`config.mk`:
```
export PLATFORM = sky130hd
export DESIGN_NAME = fighter_action_sequencer
export DESIGN_NICKNAME = d
export VERILOG_FILES = /design/src/rtl/fighter_pkg.sv /design/src/rtl/frame_phase_counter.sv /design/src/rtl/fighter_action_sequencer.sv
export SDC_FILE = /design/constraint.sdc
export NUM_CORES = 1
export LEC_CHECK = 0
export BUFFER_PORTS_ARGS = -buffer_cell sky130_fd_sc_hd__clkbuf_2
export CORE_ASPECT_RATIO = 1.75
export CORE_UTILIZATION = 45
export DETAILED_ROUTE_END_ITERATION = 8
export PLACE_DENSITY_LB_ADDON = 0.15
export SYNTH_ARGS = -nofsm -noshare
export SYNTH_HDL_FRONTEND = slang
export SYNTH_SLANG_ARGS = --single-unit
```
`constraint.sdc`:
```
create_clock -name clk -period 3.4 [get_ports clk]
set_clock_uncertainty 0.05 [all_clocks]
set_input_delay 1.02 -clock clk [delete_from_list [all_inputs] [get_ports clk]]
set_output_delay 1.02 -clock clk [all_outputs]
set_load 0.05 [all_outputs]
```
`src/rtl/fighter_pkg.sv`:
```
// Shared fighter definitions: action state encoding, attack kinds and default frame data.
// Imported by the sequencer, the collision block and the sprite renderer.
package fighter_pkg;

   typedef enum logic [2:0] {
      ST_IDLE      = 3'd0,
      ST_FWD       = 3'd1,
      ST_BACK      = 3'd2,
      ST_HITSTUN   = 3'd3,
      ST_BLOCKSTUN = 3'd4,
      ST_STARTUP   = 3'd5,
      ST_ACTIVE    = 3'd6,
      ST_RECOVERY  = 3'd7
   } state_t;

   localparam logic KIND_BASIC = 1'b0;
   localparam logic KIND_DIR   = 1'b1;

   localparam int DEF_FWD_SPEED    = 3;
   localparam int DEF_BACK_SPEED   = 2;
   localparam int DEF_BAS_STARTUP  = 5;
   localparam int DEF_BAS_ACTIVE   = 2;
   localparam int DEF_BAS_RECOVERY = 16;
   localparam int DEF_DIR_STARTUP  = 4;
   localparam int DEF_DIR_ACTIVE   = 3;
   localparam int DEF_DIR_RECOVERY = 15;
   localparam int DEF_HITSTUN      = 15;
   localparam int DEF_BLOCKSTUN    = 10;

   function automatic logic is_attack(input state_t s);
      return (s == ST_STARTUP) || (s == ST_ACTIVE) || (s == ST_RECOVERY);
   endfunction

endpackage

```
`src/rtl/frame_phase_counter.sv`:
```
// 5-bit loadable down-counter advanced by the frame tick; used for attack phases and stun.
// It saturates at zero so an idle counter sits with zero_o high.
module frame_phase_counter (
   input  logic       clk_i,
   input  logic       rst_i,
   input  logic       tick_i,
   input  logic       load_i,
   input  logic [4:0] load_val_i,
   output logic       zero_o
);

   logic [4:0] count_q;

   always_ff @(posedge clk_i) begin
      if (rst_i) begin
         count_q <= 5'd0;
      end else if (tick_i) begin
         if (load_i)
            count_q <= load_val_i;
         else if (count_q != 5'd0)
            count_q <= count_q - 5'd1;
      end
   end

   assign zero_o = (count_q == 5'd0);

endmodule

```
`src/rtl/fighter_action_sequencer.sv`:
```
// Per-player action controller: button levels and collision pulses in, sprite pose out.
// frame_tick qualifies every state/x_pos update; outputs are registered and valid from the clk after each tick.
module fighter_action_sequencer
   import fighter_pkg::*;
#(
   parameter int         PLAYER_NUM   = 0,
   parameter logic [9:0] X_INIT       = 10'd100,
   parameter logic [9:0] X_MIN        = 10'd0,
   parameter logic [9:0] X_MAX        = 10'd576,
   parameter int         FWD_SPEED    = DEF_FWD_SPEED,
   parameter int         BACK_SPEED   = DEF_BACK_SPEED,
   parameter int         BAS_STARTUP  = DEF_BAS_STARTUP,
   parameter int         BAS_ACTIVE   = DEF_BAS_ACTIVE,
   parameter int         BAS_RECOVERY = DEF_BAS_RECOVERY,
   parameter int         DIR_STARTUP  = DEF_DIR_STARTUP,
   parameter int         DIR_ACTIVE   = DEF_DIR_ACTIVE,
   parameter int         DIR_RECOVERY = DEF_DIR_RECOVERY,
   parameter int         HITSTUN      = DEF_HITSTUN,
   parameter int         BLOCKSTUN    = DEF_BLOCKSTUN
) (
   input  logic       clk,
   input  logic       rst,
   input  logic       frame_tick,
   input  logic       btn_left,
   input  logic       btn_right,
   input  logic       btn_attack,
   input  logic       hit_in,
   input  logic       block_in,
   output logic [9:0] x_pos,
   output logic [2:0] state,
   output logic       attacking,
   output logic       dir_attacking,
   output logic       busy
);

   state_t     state_q, state_d;
   logic [9:0] x_q, x_d, x_step;
   logic       kind_q, kind_d;
   logic       atk_prev_q, hit_q, blk_q;
   logic       attacking_q, dir_attacking_q, busy_q;
   logic       cnt_load, cnt_zero;
   logic [4:0] cnt_val;
   logic       hit_now, blk_now, fwd_btn, move_up;
   logic [10:0] x_ext, spd, x_up, x_dn;

   frame_phase_counter u_phase (
      .clk_i      (clk),
      .rst_i      (rst),
      .tick_i     (frame_tick),
      .load_i     (cnt_load),
      .load_val_i (cnt_val),
      .zero_o     (cnt_zero)
   );

   // A pulse arriving on the tick clk itself is consumed by that tick.
   assign hit_now = hit_q | hit_in;
   assign blk_now = blk_q | block_in;

   assign fwd_btn = (PLAYER_NUM == 0) ? btn_right : btn_left;
   assign move_up = fwd_btn ^ (PLAYER_NUM != 0);
   assign x_ext   = {1'b0, x_q};
   assign spd     = fwd_btn ? 11'(FWD_SPEED) : 11'(BACK_SPEED);
   assign x_up    = x_ext + spd;
   assign x_dn    = x_ext - spd;

   always_comb begin
      x_step = x_q;
      if (move_up)
         x_step = (x_up > {1'b0, X_MAX}) ? X_MAX : x_up[9:0];
      else
         x_step = (x_ext < ({1'b0, X_MIN} + spd)) ? X_MIN : x_dn[9:0];
   end

   always_comb begin
      state_d  = state_q;
      x_d      = x_q;
      kind_d   = kind_q;
      cnt_load = 1'b0;
      cnt_val  = 5'd0;
      if (hit_now) begin
         state_d  = ST_HITSTUN;
         cnt_load = 1'b1;
         cnt_val  = 5'(HITSTUN - 1);
      end else if (blk_now && (state_q == ST_IDLE || state_q == ST_BACK)) begin
         state_d  = ST_BLOCKSTUN;
         cnt_load = 1'b1;
         cnt_val  = 5'(BLOCKSTUN - 1);
      end else begin
         case (state_q)
            ST_IDLE, ST_FWD, ST_BACK: begin
               if (btn_attack && !atk_prev_q) begin
                  state_d  = ST_STARTUP;
                  kind_d   = (btn_left || btn_right) ? KIND_DIR : KIND_BASIC;
                  cnt_load = 1'b1;
                  cnt_val  = (kind_d == KIND_DIR) ? 5'(DIR_STARTUP - 1) : 5'(BAS_STARTUP - 1);
               end else if (btn_left ^ btn_right) begin
                  state_d = fwd_btn ? ST_FWD : ST_BACK;
                  x_d     = x_step;
               end else begin
                  state_d = ST_IDLE;
               end
            end
            ST_STARTUP: if (cnt_zero) begin
               state_d  = ST_ACTIVE;
               cnt_load = 1'b1;
               cnt_val  = (kind_q == KIND_DIR) ? 5'(DIR_ACTIVE - 1) : 5'(BAS_ACTIVE - 1);
            end
            ST_ACTIVE: if (cnt_zero) begin
               state_d  = ST_RECOVERY;
               cnt_load = 1'b1;
               cnt_val  = (kind_q == KIND_DIR) ? 5'(DIR_RECOVERY - 1) : 5'(BAS_RECOVERY - 1);
            end
            default: if (cnt_zero) state_d = ST_IDLE;
         endcase
      end
   end

   always_ff @(posedge clk) begin
      if (rst) begin
         state_q         <= ST_IDLE;
         x_q             <= X_INIT;
         kind_q          <= KIND_BASIC;
         atk_prev_q      <= 1'b0;
         hit_q           <= 1'b0;
         blk_q           <= 1'b0;
         attacking_q     <= 1'b0;
         dir_attacking_q <= 1'b0;
         busy_q          <= 1'b0;
      end else begin
         if (hit_in)   hit_q <= 1'b1;
         if (block_in) blk_q <= 1'b1;
         if (frame_tick) begin
            hit_q           <= 1'b0;
            blk_q           <= 1'b0;
            state_q         <= state_d;
            x_q             <= x_d;
            kind_q          <= kind_d;
            atk_prev_q      <= btn_attack;
            attacking_q     <= is_attack(state_d) && (kind_d == KIND_BASIC);
            dir_attacking_q <= is_attack(state_d) && (kind_d == KIND_DIR);
            busy_q          <= (state_d != ST_IDLE) && (state_d != ST_FWD) && (state_d != ST_BACK);
         end
      end
   end

   assign x_pos         = x_q;
   assign state         = state_q;
   assign attacking     = attacking_q;
   assign dir_attacking = dir_attacking_q;
   assign busy          = busy_q;

endmodule

```
Word-level counts from Yosys, hierarchy flattened:

Cells that the tools add are included.

* register bits after elaboration: 25
* bits in latches: 0
* RAM bits: 0
* bits in read-only memories: 0
* bits of input ports: 8
* output and inout port bits: 16
* word-level logic and storage cells: 86
* memories: 0

* add/subtract/negate cells: 3
* $mul: 0
* div/mod/pow operators: 0
* magnitude comparators: 2
* eq/ne operators: 9
* shift operators: 0
* mux-type cells: 34
* bitwise operators: 7
* reductions and logical operators: 21

Operator list (count)
* 2-to-1 mux 10 bit: 3
* 2-to-1 mux 3 bit: 8
* equality test 3 bit (second input constant): 5
* 2-to-1 mux 4 bit: 3
* one-hot mux 4 bit (3 select lines): 1
* adder 10 x 2 -> 11 bit: 1
* > comparator 11 x 10 -> 1 bit (second input constant): 1
* 2-to-1 mux 1 bit: 11
* < comparator 10 x 2 -> 1 bit: 1
* 2-to-1 mux 5 bit: 2
* subtractor 10 x 2 -> 10 bit: 1
* one-hot mux 3 bit (3 select lines): 1
* 2-to-1 mux 2 bit: 4
* logical AND 1 bit: 6
* AND reduction 6 bit: 1
* zero test 5 bit: 1
* nonzero test 5 bit: 1
* subtractor 5 x 1 -> 5 bit (second input constant): 1
* logical OR 1 bit: 4
* NOT 1 bit: 4
* OR reduction 2 bit: 2
* equality test 3 x 1 -> 1 bit (second input constant): 1
* equality test 3 x 2 -> 1 bit (second input constant): 1
* zero test 3 bit: 1
* 10 further kinds: 11

Depth between registers and ports, before layout:

* depth in word-level cells: 10
* depth in mapped cells: 9
* mapped depth without buffers: 9

Cells and area by module:

From an unflattened synthesis, not the netlist that was laid out.

* cell total of the unflattened synthesis: 282
* area total of the unflattened synthesis: 2135.8 sq um

Modules (own cells, without submodules)
* fighter_action_sequencer: times used 1, cells an instance 244, area an instance 1805.5 sq um, sequential area each 400.4 sq um
* frame_phase_counter: times used 1, cells an instance 38, area an instance 330.3 sq um, sequential area each 100.1 sq um

Worst setup path after synthesis:

Ideal clock, no wire load.

* kind: input -> register
* start: in btn_right
* end: reg x_q[6] (netlist: x_pos[6])
* data arrival time: 2.995 ns
* data required time: 3.228 ns
* slack: 0.233 ns
* cell stages on the path: 9
* cells stage by stage: ha_1 > inv_1 > ha_1 > or4b_4 > a2111oi_4 > nor3_2 > nor3_2 > nor2_1 > a221o_1

* cells in the longest elaborated chain, start to end: 5
* elaborated cells on any way between the ends: 10

Ends and longest elaborated chain
* start, declared: line fighter_action_sequencer.sv:25 `input logic btn_right,`
* 2-to-1 mux 1 bit: line fighter_action_sequencer.sv:62 `assign spd = fwd_btn ? 11'(FWD_SPEED) : 11'(BACK_SPEED);`
* adder 10 x 2 -> 11 bit: line fighter_action_sequencer.sv:63 `assign x_up = x_ext + spd;`
* > comparator 11 x 10 -> 1 bit: line fighter_action_sequencer.sv:69 `x_step = (x_up > {1'b0, X_MAX}) ? X_MAX : x_up[9:0];`
* 2-to-1 mux 10 bit: line fighter_action_sequencer.sv:69
* 2-to-1 mux 10 bit: line fighter_action_sequencer.sv:68 `if (move_up)`
* end signal, assigned: line fighter_action_sequencer.sv:121 `x_q <= X_INIT;`
* end signal, assigned: line fighter_action_sequencer.sv:136 `x_q <= x_d;`
* end, declared: line fighter_action_sequencer.sv:37 `logic [9:0] x_q, x_d, x_step;`

Several ways; a longest one is shown, not always the timed one.
A chain may end at the register's enable or synchronous reset.

Worst setup path in the final report:

* start: in btn_right
* end: reg x_q[1] (netlist: x_pos[1])

Same word-level chain as after synthesis.

==> results.py <==
metrics = {
    "clocking": {
        "clk_latency_ps": 280,
        "cts_resized": 0,
        "cts_tree": "yes",
        "clk_pin_slew_ps": 100,
        "clockBufferDepth": 2,
        "cts_hold_buf": 0,
        "cts_sinks": 25,
        "h-tree-depth": 1,
        "cts_root_buf": "clkbuf_8",
        "cts_buffers": 3,
        "post-cts-setup-buffers": 0,
    },
    "finish": {
        "areaGrowthSynthToFinish_pct": 11.59,
        "antennaDiodeCount": 0,
        "ff_latch_area_um2": 500.5,
        "utilization": 0.5287,
        "layout.nets": 318,
        "fin_area_um2": 2350,
        "drive_gt1_frac": 0.1767,
        "multi_input_area_um2": 1468,
        "num-fill-cells": 460,
        "final_cell_count_no_fill": 351,
    },
    "pwr": {
        "ir_worst_vdd_mv": 0.2349,
        "pwr_density_cell_nw_per_um2": 296.0,
        "p_leak_nw": 0.8628,
    },
    "die": {
        "start_util": 0.4738,
        "die_h_um": 92.50,
        "die_x_um": 53.71,
        "dieArea_um2": 4968,
        "design.portCount": 24,
        "rows": 32,
        "core_um2": 4444,
    },
    "synth": {
        "ys.flop_type": "dfxtp_1",
        "yosysWarnings": 0,
        "synth_cell_types": 61,
        "synth_edf_count": 0,
        "async_flop_share": 0,
        "ys_seq_area_frac": 0.2377,
        "synth_fp_nets": 298,
        "syn_avg_cell_area_um2": 7.494,
        "ys_ff_latch": 25,
        "syn_inst": 281,
        "synth.cell_area_um2": 2106,
    },
    "critical_path": {
        "required_ps": 3550,
        "worstPathCellList": "clkbuf_2, ha_1, inv_1, ha_1, or4b_4, a2111oi_4, nor3_2, o31ai_4, a32oi_1, a211oi_2",
        "critPathArrivalTime_ps": 3120,
        "cp-start-kind": "input port",
        "cpPeakStageDelay_ps": 500,
        "slowest_stage": "or4b_4",
        "cp_max_fo": 4,
        "end_kind": "flop",
        "crit_top_cell": "ha_1",
        "worstSetupPathType": "input port to flop",
    },
    "global_routing": {
        "grt-ovfl-total": 0,
        "grt_max_degree": 27,
        "antenna_found_initial": 0,
        "grt_pass1_vias": 2133,
        "grtUsageTotal": 0.2631,
        "grt_pass1_wl_um": 9763,
    },
    "route": {
        "wl_per_cell_um": 16.93,
        "via_count": 2212,
        "drt-pass1-iter-count": 4,
        "routed_wl_um": 5941,
        "ant_nets": 0,
        "drtIter0Drc": 48,
        "drcViolationCount": 0,
        "vias_per_cell": 6.302,
    },
    "timing": {
        "tightestPinTransition_ps": 759.1,
        "period_needed_ps": 2978,
        "max-slew-margin-rel": 0.4868,
        "slew_violations": 0,
        "fmax_mhz": 335.8,
        "setup_tns_ps": 0,
        "rsz0062_at_grt": "no",
        "setup_violations": 0,
        "final.period_utilization": 0.8758,
        "finalHoldViolCount": 0,
    },
    "place": {
        "placed_cell_area_um2": 2301,
        "io_buffers": 23,
        "dpl.hpwl_um": 4458,
        "gp_congestion": 0.8977,
        "dp.cells": 347,
    },
    "flow_run": {
        "maxCapViolCount": 0,
    },
    "status": {
        "status": "complete, no violations",
    },
    "hold_path": {
        "hold_path_class": "flop to flop",
    },
}
[state kept, by name (all words and copies together), names as in the netlist]
signal           cells
atk_prev_q           1
attacking            1
blk_q                1
busy                 1
dir_attacking        1
hit_q                1
kind_q               1
state                3
u_phase.count_q      5
x_pos               10
[cell families after synthesis]
logic type / share of synthesized area
AOI/OAI and AO/OA: 0.3161
xor gates and xnor gates: 0.008320
adders and majority gates: 0.05348
buffers and inverters: 0.06773
DFF: 0.2377
muxes: 0.02020
and+or+nand+nor: 0.2965
[cell usage in the layout, fill, tap and decap left out, types with 3 or more instances in the layout]
cell type | netlist | layout
nand4_1 | 3 | 3
o22ai_1 | 4 | 4
nand3_1 | 9 | 9
nand3b_1 | 4 | 4
a211oi_1 | 8 | 8
clkbuf_8 | 0 | 3
o21ai_1 | 4 | 4
dfxtp_1 | 25 | 25
clkbuf_2 | 0 | 23
nand2_1 | 28 | 28
nor4_1 | 6 | 6
or4b_1 | 3 | 3
a21oi_1 | 14 | 14
nor3_1 | 12 | 12
a21o_1 | 6 | 6
or3_1 | 4 | 4
o21ai_0 | 15 | 15
nand2b_1 | 6 | 6
nor2_1 | 24 | 24
ha_1 | 9 | 9
a31oi_1 | 6 | 6
buf_4 | 0 | 12
inv_1 | 16 | 16
[synthesized netlist by cell type, types with 3 or more instances]
cell type,n,area [um2]
nand2_1,28,105.1
nand3_1,9,45.04
o21ai_1,4,20.02
nand2b_1,6,37.54
o21ai_0,15,75.07
clkbuf_1,17,63.81
a31oi_1,6,37.54
nor3_1,12,60.06
nand3b_1,4,30.03
or4b_1,3,30.03
nor4_1,6,37.54
ha_1,9,112.6
buf_2,3,15.01
or3_1,4,25.02
a21o_1,6,45.04
a21oi_1,14,70.07
nor2_1,24,90.09
dfxtp_1,25,500.5
inv_1,16,60.06
a211oi_1,8,60.06
nand4_1,3,18.77
o22ai_1,4,25.02
[worst paths after layout]
path	from	endpoint	slack, ps	cells after the start
worst max-delay path	btn_right	x_pos[1]	420	10
worst max register to register	x_pos[0]	x_pos[1]	810	9
worst min-delay path	dir_attacking	dir_attacking	410	2
worst min register to register	dir_attacking	dir_attacking	410	2
[stage by stage]
stage / worst slack [ps] / hold WS, ps / power, mW
after CTS: 414.0 / 419.6 / 0.7026
after detailed placement: 119.3 / 404.9 / 0.5110
after global routing: 306.7 / 445.3 / 0.7350
after global placement: 154.7 / 399.2 / 0.5098
after floorplan: 232.9 / 413.6 / 0.4626
final: 422.4 / 413.0 / 0.6956
[report_power, final]
group	switching, mW	leakage, nW	internal [mW]
Combinational	0.115	0.637	0.0642
Clock	0.106	0.0217	0.0833
Sequential	0.0210	0.204	0.306
[layout make-up]
| cell class | instances | area share |
|---|---|---|
| clock buffer | 3 | 0.01757 |
| sequential | 25 | 0.2130 |
| timing repair buffer | 35 | 0.08733 |
| tap | 51 | 0.02716 |
| clock inverter | 1 | 0.003195 |
| multi-input combinational | 219 | 0.6246 |
| inverter | 17 | 0.02716 |
[routing by layer]
metal | global-route usage | routed length, um
met1 | 0.2745 | 2321
met2 | 0.4722 | 3189
met3 | 0.02135 | 181
met4 | 0.1601 | 248
met5 | 0 | 0
[worst max-delay path, delay by kind of cell]
family                     cells  cell delay, ps
AOI/OAI and AO/OA              4            1030
adders and majority gates      2             340
buffers and inverters          2             130
and+or+nand+nor                2             600
(Power assumes the default switching activity.)
